### config.mk
export PLATFORM = sky130hd
export DESIGN_NAME = frame_max_min8
export DESIGN_NICKNAME = d
export VERILOG_FILES = /design/src/rtl/frame_max_min8.sv
export SDC_FILE = /design/constraint.sdc
export NUM_CORES = 1
export LEC_CHECK = 0
export BUFFER_PORTS_ARGS = -buffer_cell sky130_fd_sc_hd__clkbuf_2
export CAP_MARGIN = 0
export CORE_ASPECT_RATIO = 0.6
export CORE_UTILIZATION = 30
export DETAILED_ROUTE_END_ITERATION = 10
export GPL_ROUTABILITY_DRIVEN = 0
export HOLD_SLACK_MARGIN = 0.15
export PLACE_DENSITY = 0.46
export SYNTH_ARGS = -nofsm -noshare
export SYNTH_HDL_FRONTEND = slang
export SYNTH_SLANG_ARGS = --single-unit
### constraint.sdc
create_clock -name iClk -period 1.76 [get_ports iClk]
set_input_delay 0.088 -clock iClk [delete_from_list [all_inputs] [get_ports iClk]]
set_output_delay 0.088 -clock iClk [all_outputs]
set_load 0.02 [all_outputs]
### src/rtl/frame_max_min8.sv
// frame_max_min8: per-frame running maximum, minimum and sample count of an
// 8-bit unsigned stream. The magnitude comparisons use an external 8-bit
// comparator. The block drives the two operands and reads back a one-hot
// result in the same cycle. One comparator therefore serves both the max
// update and the min update, in two consecutive states.
module frame_max_min8 (
    input  logic       iClk,
    input  logic       iRst_n,
    input  logic       iValid,
    input  logic       iFirst,
    input  logic       iLast,
    input  logic [7:0] iData,
    output logic       oReady,
    output logic [7:0] oCmp_a,
    output logic [7:0] oCmp_b,
    input  logic [2:0] iCmp,
    output logic [7:0] oMax,
    output logic [7:0] oMin,
    output logic [7:0] oCount,
    output logic       oDone,
    output logic       oErr
);

    typedef enum logic [1:0] {
        IDLE    = 2'd0,
        CMP_MAX = 2'd1,
        CMP_MIN = 2'd2,
        DONE    = 2'd3
    } state_t;

    // Comparator result bits, named for readability.
    localparam int CMP_GT = 2;
    localparam int CMP_LT = 0;

    state_t     state_reg, state_next;

    logic       frame_open_reg;   // a frame has been started and not yet closed
    logic [7:0] run_max_reg;
    logic [7:0] run_min_reg;
    logic [7:0] run_count_reg;
    logic [7:0] sample_reg;       // non-first sample waiting for its comparisons
    logic       last_reg;         // that sample also closes the frame

    logic [7:0] out_max_reg;
    logic [7:0] out_min_reg;
    logic [7:0] out_count_reg;
    logic       err_reg;

    // The operands are held in IDLE and DONE. They are registered copies of
    // whatever was last driven, so the comparator inputs never glitch between
    // frames.
    logic [7:0] hold_a_reg;
    logic [7:0] hold_b_reg;
    logic [7:0] cmp_a;
    logic [7:0] cmp_b;

    logic       accept;
    logic [7:0] count_inc;

    assign oReady = (state_reg == IDLE);
    assign accept = iValid & oReady;

    // Counting saturates so that long frames report 255 rather than wrap.
    assign count_inc = (run_count_reg == 8'hFF) ? 8'hFF : run_count_reg + 8'd1;

    // Next-state decode. iFirst/iLast only matter on an accepted sample.
    always_comb begin
        state_next = state_reg;
        case (state_reg)
            IDLE: begin
                if (accept) begin
                    if (iFirst) begin
                        state_next = iLast ? DONE : IDLE;
                    end else if (frame_open_reg) begin
                        state_next = CMP_MAX;
                    end
                end
            end
            CMP_MAX: state_next = CMP_MIN;
            CMP_MIN: state_next = last_reg ? DONE : IDLE;
            DONE:    state_next = IDLE;
            default: state_next = IDLE;
        endcase
    end

    // Comparator operand selection: the latched sample against the running
    // max, then against the running min. In other states the last pair is held.
    always_comb begin
        cmp_a = hold_a_reg;
        cmp_b = hold_b_reg;
        case (state_reg)
            CMP_MAX: begin
                cmp_a = sample_reg;
                cmp_b = run_max_reg;
            end
            CMP_MIN: begin
                cmp_a = sample_reg;
                cmp_b = run_min_reg;
            end
            default: begin
                cmp_a = hold_a_reg;
                cmp_b = hold_b_reg;
            end
        endcase
    end

    assign oCmp_a = cmp_a;
    assign oCmp_b = cmp_b;

    // State register.
    always_ff @(posedge iClk or negedge iRst_n) begin
        if (!iRst_n) begin
            state_reg <= IDLE;
        end else begin
            state_reg <= state_next;
        end
    end

    // Remember the operands currently driven so they can be held later.
    always_ff @(posedge iClk or negedge iRst_n) begin
        if (!iRst_n) begin
            hold_a_reg <= 8'd0;
            hold_b_reg <= 8'd0;
        end else begin
            hold_a_reg <= cmp_a;
            hold_b_reg <= cmp_b;
        end
    end

    // Running frame state. A frame is opened by an accepted first sample. It
    // is updated by the compare states and closed in DONE. An accepted first
    // sample always restarts, which silently drops any frame already open.
    always_ff @(posedge iClk or negedge iRst_n) begin
        if (!iRst_n) begin
            frame_open_reg <= 1'b0;
            run_max_reg    <= 8'd0;
            run_min_reg    <= 8'd0;
            run_count_reg  <= 8'd0;
            sample_reg     <= 8'd0;
            last_reg       <= 1'b0;
        end else begin
            case (state_reg)
                IDLE: begin
                    if (accept) begin
                        if (iFirst) begin
                            frame_open_reg <= 1'b1;
                            run_max_reg    <= iData;
                            run_min_reg    <= iData;
                            run_count_reg  <= 8'd1;
                        end else if (frame_open_reg) begin
                            sample_reg     <= iData;
                            last_reg       <= iLast;
                            run_count_reg  <= count_inc;
                        end
                    end
                end
                CMP_MAX: begin
                    // Equal values leave the running max as it is.
                    if (iCmp[CMP_GT]) begin
                        run_max_reg <= sample_reg;
                    end
                end
                CMP_MIN: begin
                    if (iCmp[CMP_LT]) begin
                        run_min_reg <= sample_reg;
                    end
                end
                DONE: begin
                    frame_open_reg <= 1'b0;
                end
                default: begin
                    frame_open_reg <= 1'b0;
                end
            endcase
        end
    end

    // Published results. They are loaded while oDone is high and then hold
    // until the next completed frame.
    always_ff @(posedge iClk or negedge iRst_n) begin
        if (!iRst_n) begin
            out_max_reg   <= 8'd0;
            out_min_reg   <= 8'd0;
            out_count_reg <= 8'd0;
        end else if (state_reg == DONE) begin
            out_max_reg   <= run_max_reg;
            out_min_reg   <= run_min_reg;
            out_count_reg <= run_count_reg;
        end
    end

    // Error pulse. It marks a continuation sample that arrived with no frame
    // open; that sample is dropped.
    always_ff @(posedge iClk or negedge iRst_n) begin
        if (!iRst_n) begin
            err_reg <= 1'b0;
        end else begin
            err_reg <= accept & ~iFirst & ~frame_open_reg;
        end
    end

    assign oMax   = out_max_reg;
    assign oMin   = out_min_reg;
    assign oCount = out_count_reg;
    assign oDone  = (state_reg == DONE);
    assign oErr   = err_reg;

endmodule

======== After elaboration in Yosys (flattened, before gate mapping) ========
Cells that the tools add are included.
storage, ports and cells
  flip-flop bits (word level) ............. 77
  input bits .............................. 16
  output and inout bits ................... 43
operators by class
  $add $sub $neg .......................... 1
  equal/unequal tests ..................... 9
  mux-type cells .......................... 20
  bitwise operators ....................... 5
  reduce and logical (&&, ||, !) cells .... 12
operator list
  cell                   count
  $mux W8                8
  $pmux W8 S2            3
  $reduce_and A4 Y1      3
  $mux W2                5
  $add A8 B1 Y8 const B  1
  $eq A8 B8 Y1 const B   1
  $pmux W2 S4            1
  $reduce_bool A2 Y1     4
  $ne A2 B2 Y1 const B   3
  $reduce_and A3 Y1      2
  $eq A2 B2 Y1 const B   2
  $and A1 B1 Y1          3
  $ne A3 B2 Y1 const B   1
  $eq A2 B1 Y1 const B   1
  $logic_not A2 Y1       1
  $mux W1                2
  $ne A2 B1 Y1 const B   1
  $not A1 Y1             2
  $pmux W1 S2            1
  $reduce_and A2 Y1      1
  $reduce_or A2 Y1       1

======== Depth between registers and ports, before layout ========
Gate-level depths: netlist of the first run.
  depth after elaboration ................. 4
  depth in mapped cells ................... 8
  mapped depth without buffers ............ 6

======== Worst setup path after synthesis of the first run ========
Ideal clock, no wire load.
  kind .................................... register -> register
  from .................................... reg state_reg[0]
  to ...................................... reg hold_b_reg[1]
  arrival time ............................ 1,677 ps
  data required time ...................... 1,593 ps
  path slack .............................. -84 ps
  cell stages (with the launch flop) ...... 7
  path buffers ............................ 2
  clock period less this slack ............ 1,844 ps
  path through ............................ dfrtp_1 -> inv_1 -> ha_1 -> clkbuf_1 -> clkbuf_1 -> nor2_1 -> a21oi_1
between the ends
  cells in the longest elaborated chain, start to end .. 2
ends and longest elaborated chain
  what                                          RTL line  RTL
  from (decl)                                   35        state_t state_reg, state_next;
  from (signal assigned)                        115       state_reg <= state_next;
  $eq A2 B2 Y1 or $eq A2 B1 Y1 (tied branches)  91        case (state_reg)
  $pmux W8 S2 *                                 91
  via oCmp_b[1]                                 15        output logic [7:0] oCmp_b,
  to (signal assigned)                          126       hold_b_reg <= cmp_b;
  to (decl)                                     53        logic [7:0] hold_b_reg;
The timed path passes the listed nets; every way through them passes the cells marked *.
A chain may end at the register's enable or synchronous reset.

======== Worst setup path after layout of the first run ========
  from .................................... reg state_reg[1]
  to ...................................... out oCmp_a[0]
between the ends
  cells in the longest elaborated chain, start to end .. 3
ends and longest elaborated chain
  what                                          RTL line  RTL
  $eq A2 B2 Y1 or $eq A2 B1 Y1 (tied branches)  91
  $reduce_or A2 Y1 (no line) *                  n/a
  $mux W8 *                                     91
  to (decl)                                     14        output logic [7:0] oCmp_a,
Every way passes the cells marked *; elsewhere a longest branch is shown, timed or not.

==> flow_summary.toml, run 1 <==
[run_status]
violations = "DRC, setup timing"
status = "finished with violations"

[sta]
setup_viol = 16
finalClockSkew_ns = 0.00551
slew_headroom = 0.735
grt_setup_unrepaired = "yes"
post-route-min-period_ns = 1.85
hold_viol = 0
max_freq_ghz = 0.541
fin_ws_ns = -0.0899
period_share = 1.05
worst_slew_pin_slew_ns = 0.396
drv_slew = 0

[pwr]
p_switching_mw = 4.41
max-vdd-ir-drop_mv = 0.914
power.total_mw = 11.6
netSwitchingFraction = 0.380
combinationalPowerShare = 0.559
p_leak_nw = 2.25
power_density_nw_per_um2 = 2330
pwr-share-seq = 0.268
power.share.clock = 0.173
intPower_mw = 7.20

[worst_setup_path]
ff2ff_path_depth = 10
arrival_ns = 1.76
worstPathMaxFanout = 6
critPathLaunchType = "register"
required_ns = 1.67
critPathCaptureType = "output port"
critical_path_class = "reg2out"

[min_path]
holdPathStages = 3
min_path_type = "in2reg"

[clock_tree]
numClockSinks = 77
cts_buffers = 9
path_clk_slew_ns = 0.06
clk_latency_ns = 0.34
clock_path_buffers = 2
cts_root_buf = "clkbuf_16"
h-tree-depth = 3
cts_tree = "done"

[yosys]
ys_ff_latch = 77
synth-edff-count = 0
syn_inst = 289
yosysWarnings = 0
synthesis.nets = 311
ys_seq_area_frac = 0.576
ys.flop_type = "dfrtp_1"
async_flop_share = 1.00
synthesis.area_um2 = 3350
synth_area_per_cell_um2 = 11.6
yosys.cell_types.count = 33

[finish]
stdcell_count = 538
diodes = 0
areaGrowthSynthToFinish_pct = 49.0
layout_commonest_cell = "dfrtp_1"
drive_gt1_frac = 0.454
layout_common_cells = "77 x dfrtp_1, 40 x clkbuf_2, 30 x buf_4"
finish.net_count = 416
post-route-util = 0.466

[detailed_routing]
post_drt_via_cell_ratio = 4.81
vias = 2587
drtIter0Drc = 136
drc = 6
wire_per_inst_um = 16.2
antenna_left = 0
wirelength_mm = 8.70
first_pass_iters = 7

[die]
core_um2 = 10700
die-area_um2 = 11600
boundaryPins = 59
die_h_um = 83.8
die_w_um = 138
floorplan.initialDensity = 0.313
num_rows = 29

[global_route]
grt_max_degree = 34
overflow = 0
antenna_found_initial = 0
track_usage = 0.156
grt_first_pass_wirelength_mm = 13.7
grt_pass1_vias = 2433

[placed_design]
io_buffers = 57
place_ws_ns = -0.0571
dp_hpwl_mm = 5.52
dp.cells = 486

[flow_run]
max_cap_violations = 0
critical path, cell delays in order, from the launching register on:
cell     delay [ns]
dfrtp_1        0.35
inv_2          0.06
buf_6          0.11
ha_4           0.29
buf_6          0.15
mux2_4         0.32
buf_8          0.13
synth_stat cells, types with 2 or more instances:
cell       n  area [µm²]
a21oi_1   28         140
nor2_1    27         101
clkbuf_1   5        18.8
and3_1     2        12.5
nand4b_1   2        17.5
mux2_2    32         360
nand2_1   29         109
nor2_2     2        12.5
a211o_1    2        17.5
mux2i_1   18         180
dfrtp_1   77        1930
a22o_1     4        35.0
buf_2      5        25.0
nand2_2    2        12.5
buf_4      2        15.0
inv_1      5        18.8
ha_1       6        75.1
o21ai_0   11        55.1
nand3_1    5        25.0
a22oi_1    8        60.1
buf_1      2        7.51
a31oi_1    4        25.0
cells by family after synthesis:
group / synth area share
DFF: 0.576
and+or+nand+nor: 0.100
AOI/OAI and AO/OA: 0.111
muxes: 0.162
buffers and inverters: 0.0288
adders and majority gates: 0.0224
power groups by stage:
stage / combinational, mW / sequential [mW] / clock (mW)
finish: 6.49 / 3.11 / 2.01
detailed placement: 4.24 / 3.08 / 0
global route: 6.98 / 3.21 / 2.12
global placement: 4.20 / 3.05 / 0
floorplan: 2.60 / 3.19 / 0
CTS: 5.63 / 3.08 / 2.05
stage by stage:
step           setup TNS (ns)  cell area [µm²]  hold slack (ns)
2_1_floorplan          -0.497             3350           -0.208
3_3_place_gp           -0.140             3920           0.0103
3_5_place_dp           -0.835             3920           0.0108
4_1_cts                 -2.32             4710            0.162
5_1_grt                 -2.57             4980            0.208
6_report                -1.26             4980            0.173
what timing repair did:
| action | 4_1_cts | 5_1_grt |
|---|---|---|
| gates cloned | 2 | 2 |
| hold buffers | 11 | 0 |
| pin swaps | 2 | 12 |
| resized for setup | 60 | 39 |
| hold endpoints to repair | 98 | 0 |
| setup buffers | 8 | 16 |
| setup endpoints to repair | 44 | 22 |
path summary, 6_finish.rpt:
| check | start | slack, ns | endpoint |
|---|---|---|---|
| worst max-delay path | state_reg[1]$_DFFE_PN0P_ | -0.09 | oCmp_a[0] |
| worst min-delay path | iValid | 0.17 | frame_open_reg$_DFFE_PN0P_ |
| worst max register to register | state_reg[1]$_DFFE_PN0P_ | 0.01 | state_reg[1]$_DFFE_PN0P_ |
| worst min register to register | oMin[6]$_DFFE_PN0N_ | 0.50 | oMin[6]$_DFFE_PN0N_ |
| max in group asynchronous | iRst_n | 0.95 | hold_a_reg[2]$_DFF_PN0_ |
| min in group asynchronous | iRst_n | 0.20 | oMin[4]$_DFFE_PN0N_ |
cell type report:
cell class | count | area [µm²]
Fill cell | 971 | 5720
Sequential cell | 77 | 1930
Multi-Input combinational cell | 192 | 1550
Timing Repair Buffer | 109 | 993
Clock buffer | 12 | 256
Tap cell | 139 | 174
Clock inverter | 4 | 70.1
Inverter | 5 | 18.8
routing by layer:
layer,global-route usage,share of wire
met1,0.240,0.53
met2,0.206,0.41
met3,0.0442,0.046
met4,0.0521,0.010
met5,0,0
Power figures use the tool's default switching activity.
==> inputs of run 2 (changes only) <==
- CTS_BUF_LIST: unset -> sky130_fd_sc_hd__clkbuf_4
- MAX_ROUTING_LAYER: unset -> met4
==> flow_summary.toml, run 2 (same netlist as run 1, synthesis figures left out) <==
[global_route]
busiest_layer = "met1"
grt_first_pass_wirelength_mm = 13.8
antenna_found_initial = 0
overflow = 0
grt_pass1_vias = 2440
use_met2 = 0.210
grt_util_met1 = 0.245
track_usage = 0.162
use_met3 = 0.0419
grt_max_degree = 34

[detailed_routing]
antenna_left = 0
wire_per_inst_um = 16.7
first_pass_iters = 8
post_drt_via_cell_ratio = 4.76
drtIter0Drc = 173
vias = 2619
wirelength_mm = 9.16
drc = 6

[die]
die_h_um = 83.8
floorplan.initialDensity = 0.313
die_w_um = 138
boundaryPins = 59
die-area_um2 = 11600
core_um2 = 10700
num_rows = 29

[worst_setup_path]
critPathCaptureType = "output port"
r2r_slack_ns = -0.03
path_cells = "inv_2, buf_6, ha_4, buf_6, buf_16, nor2_2, a21oi_2, clkbuf_8"
critical_path_class = "reg2out"
ff2ff_path_depth = 10
crit_path_end = "oCmp_b[5]"
worstPathMaxFanout = 6
rr_startpoint = "state_reg[1]$_DFFE_PN0P_"
cp_slowest_cell = "dfrtp_1"
arrival_ns = 1.91
cp_common_cell = "buf_6"
required_ns = 1.67
startpoint = "state_reg[1]$_DFFE_PN0P_"
r2r_end = "state_reg[1]$_DFFE_PN0P_"
max_stage_delay_ns = 0.37
critPathLaunchType = "register"

[clock_tree]
clk_latency_ns = 0.43
clock_path_buffers = 2
h-tree-depth = 3
numClockSinks = 77
cts_buffers = 9
cts_tree = "done"
cts_root_buf = "clkbuf_4"
path_clk_slew_ns = 0.12

[finish]
areaGrowthSynthToFinish_pct = 48.5
finish.net_count = 428
diodes = 0
fillers = 987
multi_input_area_um2 = 1590
layout_common_cells = "77 x dfrtp_1, 39 x clkbuf_2, 36 x buf_4"
layout_commonest_cell = "dfrtp_1"
drive_gt1_frac = 0.470
regArea_um2 = 1930

[pwr]
power_density_nw_per_um2 = 2240
max-vdd-ir-drop_mv = 0.896
p_leak_nw = 2.24

[sta]
setup_viol = 18
fin_ws_ns = -0.234
finalClockSkew_ns = 0.0159
drv_slew = 0
worst_slew_pin_slew_ns = 1.03
hold_ws_ns = 0.198
hold_viol = 0
max_freq_ghz = 0.501
period_share = 1.13
post-route-min-period_ns = 1.99
grt_setup_unrepaired = "yes"
slew_headroom = 0.313

[flow_run]
max_cap_violations = 0

[min_path]
min_path_type = "in2async"

[placed_design]
io_buffers = 57
dp_hpwl_mm = 5.52
place_ws_ns = -0.0571

[run_status]
violations = "DRC, setup timing"
status = "finished with violations"
run 2: cell count changes in the layout (fill, tap and decap cells not counted), sizes merged:
cell         change
buf              +9
clkinv           +2
dlygate4sd3      +3
clkbuf           -2
run 2: worst min path at each step:
stage	endpoint	depth (start not counted)
floorplan	frame_open_reg$_DFFE_PN0P_	0
global placement	oMin[4]$_DFFE_PN0N_	1
detailed placement	oMin[4]$_DFFE_PN0N_	1
CTS	hold_b_reg[4]$_DFF_PN0_	3
global route	hold_b_reg[4]$_DFF_PN0_	3
finish	hold_b_reg[4]$_DFF_PN0_	3
run 2: layout make-up:
type	instances	share of cell area
clock buffer	10	0.0151
clock inverter	6	0.0156
inverter	5	0.00378
multi-input combinational	192	0.320
sequential	77	0.388
tap	139	0.0350
timing repair buffer	121	0.223
run 2: what timing repair did:
item | CTS | global route
buffers inserted | 8 | 24
hold buffers | 14 | 0
endpoints found under the hold margin | 107 | 0
resized for setup | 60 | 53
endpoints found under the setup margin | 45 | 24
pin swaps | 2 | 15
gates cloned | 2 | 3
run 2: routing by layer:
layer,share of wire,vias up
li1,-,1260
met1,0.54,1291
met2,0.41,61
met3,0.046,7
met4,0.0085,0
met5,0,-
run 2: through the flow:
stage	setup TNS (ns)	cells	total power [mW]	area, µm²	utilization
after floorplan	-0.497	289	5.79	3350	-
after global placement	-0.140	486	7.26	3920	0.366
after detailed placement	-0.835	486	7.32	3920	0.366
after CTS	-4.37	526	9.92	4570	0.427
after global routing	-5.22	550	11.8	4970	0.464
final	-3.02	550	11.1	4970	0.464
run 2: report_power, final:
| group | internal [mW] | leakage (nW) | switching [mW] |
|---|---|---|---|
| clock | 0.579 | 0.0852 | 0.603 |
| combinational | 3.56 | 1.23 | 3.27 |
| sequential | 2.53 | 0.933 | 0.578 |
| total | 6.67 | 2.24 | 4.45 |
run 2: worst max-delay path: cells and delay by family (launching register included):
kind                       cells  cell delay, ns
buffers and inverters          5            0.62
and+or+nand+nor                1            0.05
DFF                            1            0.37
AOI/OAI and AO/OA              1            0.15
adders and majority gates      1            0.29
==> inputs of run 3 (changes only) <==
--- a/config.mk
+++ b/config.mk
@@ -6,4 +6,5 @@
 export NUM_CORES = 1
 export LEC_CHECK = 0
+export ABC_CLOCK_PERIOD_IN_PS = 1760
 export BUFFER_PORTS_ARGS = -buffer_cell sky130_fd_sc_hd__clkbuf_2
 export CAP_MARGIN = 0
@@ -16,4 +17,5 @@
 export MAX_ROUTING_LAYER = met4
 export PLACE_DENSITY = 0.46
+export REMOVE_ABC_BUFFERS = 1
 export SYNTH_ARGS = -nofsm -noshare
 export SYNTH_HDL_FRONTEND = slang
==> constraint.sdc (replaced) <==
create_clock -name iClk -period 1.76 [get_ports iClk]
set_input_delay 0.176 -clock iClk [delete_from_list [all_inputs] [get_ports iClk]]
set_output_delay 0.176 -clock iClk [all_outputs]
set_load 0.02 [all_outputs]
==> flow_summary.toml, run 3 (same netlist as run 1, synthesis figures left out) <==
[run_status]
status = "finished with violations"
violations = "DRC, setup timing"

[global_route]
grt_first_pass_wirelength_mm = 14.0
grt_pass1_vias = 2416
antenna_found_initial = 0
grt_max_degree = 78
overflow = 0
track_usage = 0.166

[sta]
slew_headroom = 0.707
worst_slew_pin_slew_ns = 0.439
setup_viol = 31
max_freq_ghz = 0.504
finalClockSkew_ns = 0.0213
hold_ws_ns = 0.206
post-route-min-period_ns = 1.98
hold_viol = 0
period_share = 1.13
tns_ns = -4.53
grt_setup_unrepaired = "yes"
drv_slew = 0
fin_ws_ns = -0.225

[die]
core_um2 = 10700
die_w_um = 138
die_h_um = 83.8
floorplan.initialDensity = 0.313
boundaryPins = 59
die-area_um2 = 11600
num_rows = 29

[finish]
diodes = 0
layout_commonest_cell = "dfrtp_1"
areaGrowthSynthToFinish_pct = 44.2
layout_common_cells = "77 x dfrtp_1, 43 x buf_4, 38 x clkbuf_2"
drive_gt1_frac = 0.463
stdcell_count = 547
fillers = 1027
finish.net_count = 425

[worst_setup_path]
arrival_ns = 1.81
rr_startpoint = "state_reg[0]$_DFFE_PN0P_"
ff2ff_path_depth = 10
crit_path_end = "oCmp_b[1]"
max_stage_delay_ns = 0.41
worstPathMaxFanout = 5
critical_path_class = "reg2out"
startpoint = "state_reg[0]$_DFFE_PN0P_"
critPathLaunchType = "register"
cp_slowest_cell = "dfrtp_1"
r2r_slack_ns = -0.14
path_cells = "inv_2, buf_12, ha_4, buf_8, a22oi_2, a21oi_2, buf_4"
required_ns = 1.58
r2r_end = "run_count_reg[7]$_DFFE_PN0P_"
critPathCaptureType = "output port"

[clock_tree]
clk_latency_ns = 0.44
cts_tree = "done"
cts_buffers = 9
numClockSinks = 77
clock_path_buffers = 2
cts_root_buf = "clkbuf_4"
path_clk_slew_ns = 0.12
h-tree-depth = 3

[pwr]
p_leak_nw = 2.18
max-vdd-ir-drop_mv = 1.48
power_density_nw_per_um2 = 2130

[detailed_routing]
post_drt_via_cell_ratio = 4.73
drtIter0Drc = 118
wirelength_mm = 8.78
wire_per_inst_um = 16.1
vias = 2586
antenna_left = 0
first_pass_iters = 8
drc = 20

[min_path]
min_path_type = "in2reg"

[placed_design]
dp.cells = 493
dp_hpwl_mm = 5.43
io_buffers = 57

[flow_run]
max_cap_violations = 0
run 3: worst min path at each step:
| stage | startpoint | endpoint | slack (ns) | depth (start not counted) |
|---|---|---|---|---|
| 5_1_grt | iCmp[2] | run_max_reg[2]$_DFFE_PN0P_ | 0.20 | 4 |
| 3_3_place_gp | iRst_n | oCount[5]$_DFFE_PN0N_ | 0.24 | 2 |
| 4_1_cts | iRst_n | oMax[7]$_DFFE_PN0N_ | 0.29 | 3 |
| 3_5_place_dp | iRst_n | hold_b_reg[2]$_DFF_PN0_ | 0.24 | 2 |
| 6_report | iCmp[2] | run_max_reg[2]$_DFFE_PN0P_ | 0.21 | 4 |
| 2_1_floorplan | iRst_n | frame_open_reg$_DFFE_PN0P_ | -0.12 | 0 |
run 3: stage by stage:
stage | setup slack (ns) | utilization | power [mW] | instance area, µm²
2_1_floorplan | -0.161 | - | 5.67 | 3270
4_1_cts | -0.325 | 0.427 | 9.57 | 4570
5_1_grt | -0.345 | 0.451 | 10.9 | 4820
6_report | -0.225 | 0.451 | 10.3 | 4820
3_3_place_gp | -0.0524 | 0.368 | 7.23 | 3940
3_5_place_dp | -0.117 | 0.368 | 7.31 | 3940
run 3: repair_timing:
item | CTS | global route
pin swaps | 8 | 8
hold endpoints to repair | 106 | 0
gates resized for setup | 55 | 48
hold buffers | 12 | 0
setup buffers | 11 | 13
endpoints found under the setup margin | 41 | 49
gates cloned | 2 | 1
run 3: cell type report:
class / count / area [µm²] / share of cell area
clock buffers: 10 / 75.1 / 0.0156
clock inverters: 6 / 40.0 / 0.00830
inverters: 5 / 18.8 / 0.00389
multi-input cells: 192 / 1530 / 0.317
flip-flops and latches: 77 / 1930 / 0.399
well taps: 139 / 174 / 0.0361
repair buffers: 118 / 1060 / 0.219
run 3: routing by layer:
metal | track usage | share of wire | vias up
met5 | - | 0 | -
met4 | 0.0429 | 0.0036 | 0
met3 | 0.0505 | 0.044 | 5
met2 | 0.210 | 0.40 | 61
met1 | 0.248 | 0.55 | 1271
li1 | - | - | 1249
run 3: critical path: cells and delay by family, from the launching register on:
kind                       cells  cell delay, ns
adders and majority gates      1            0.18
DFF                            1            0.41
AOI/OAI and AO/OA              2            0.26
buffers and inverters          4            0.52
run 3: report_power, final:
group,switching [mW],internal (mW)
combinational,3.04,3.20
sequential,0.541,2.53
clock,0.649,0.301
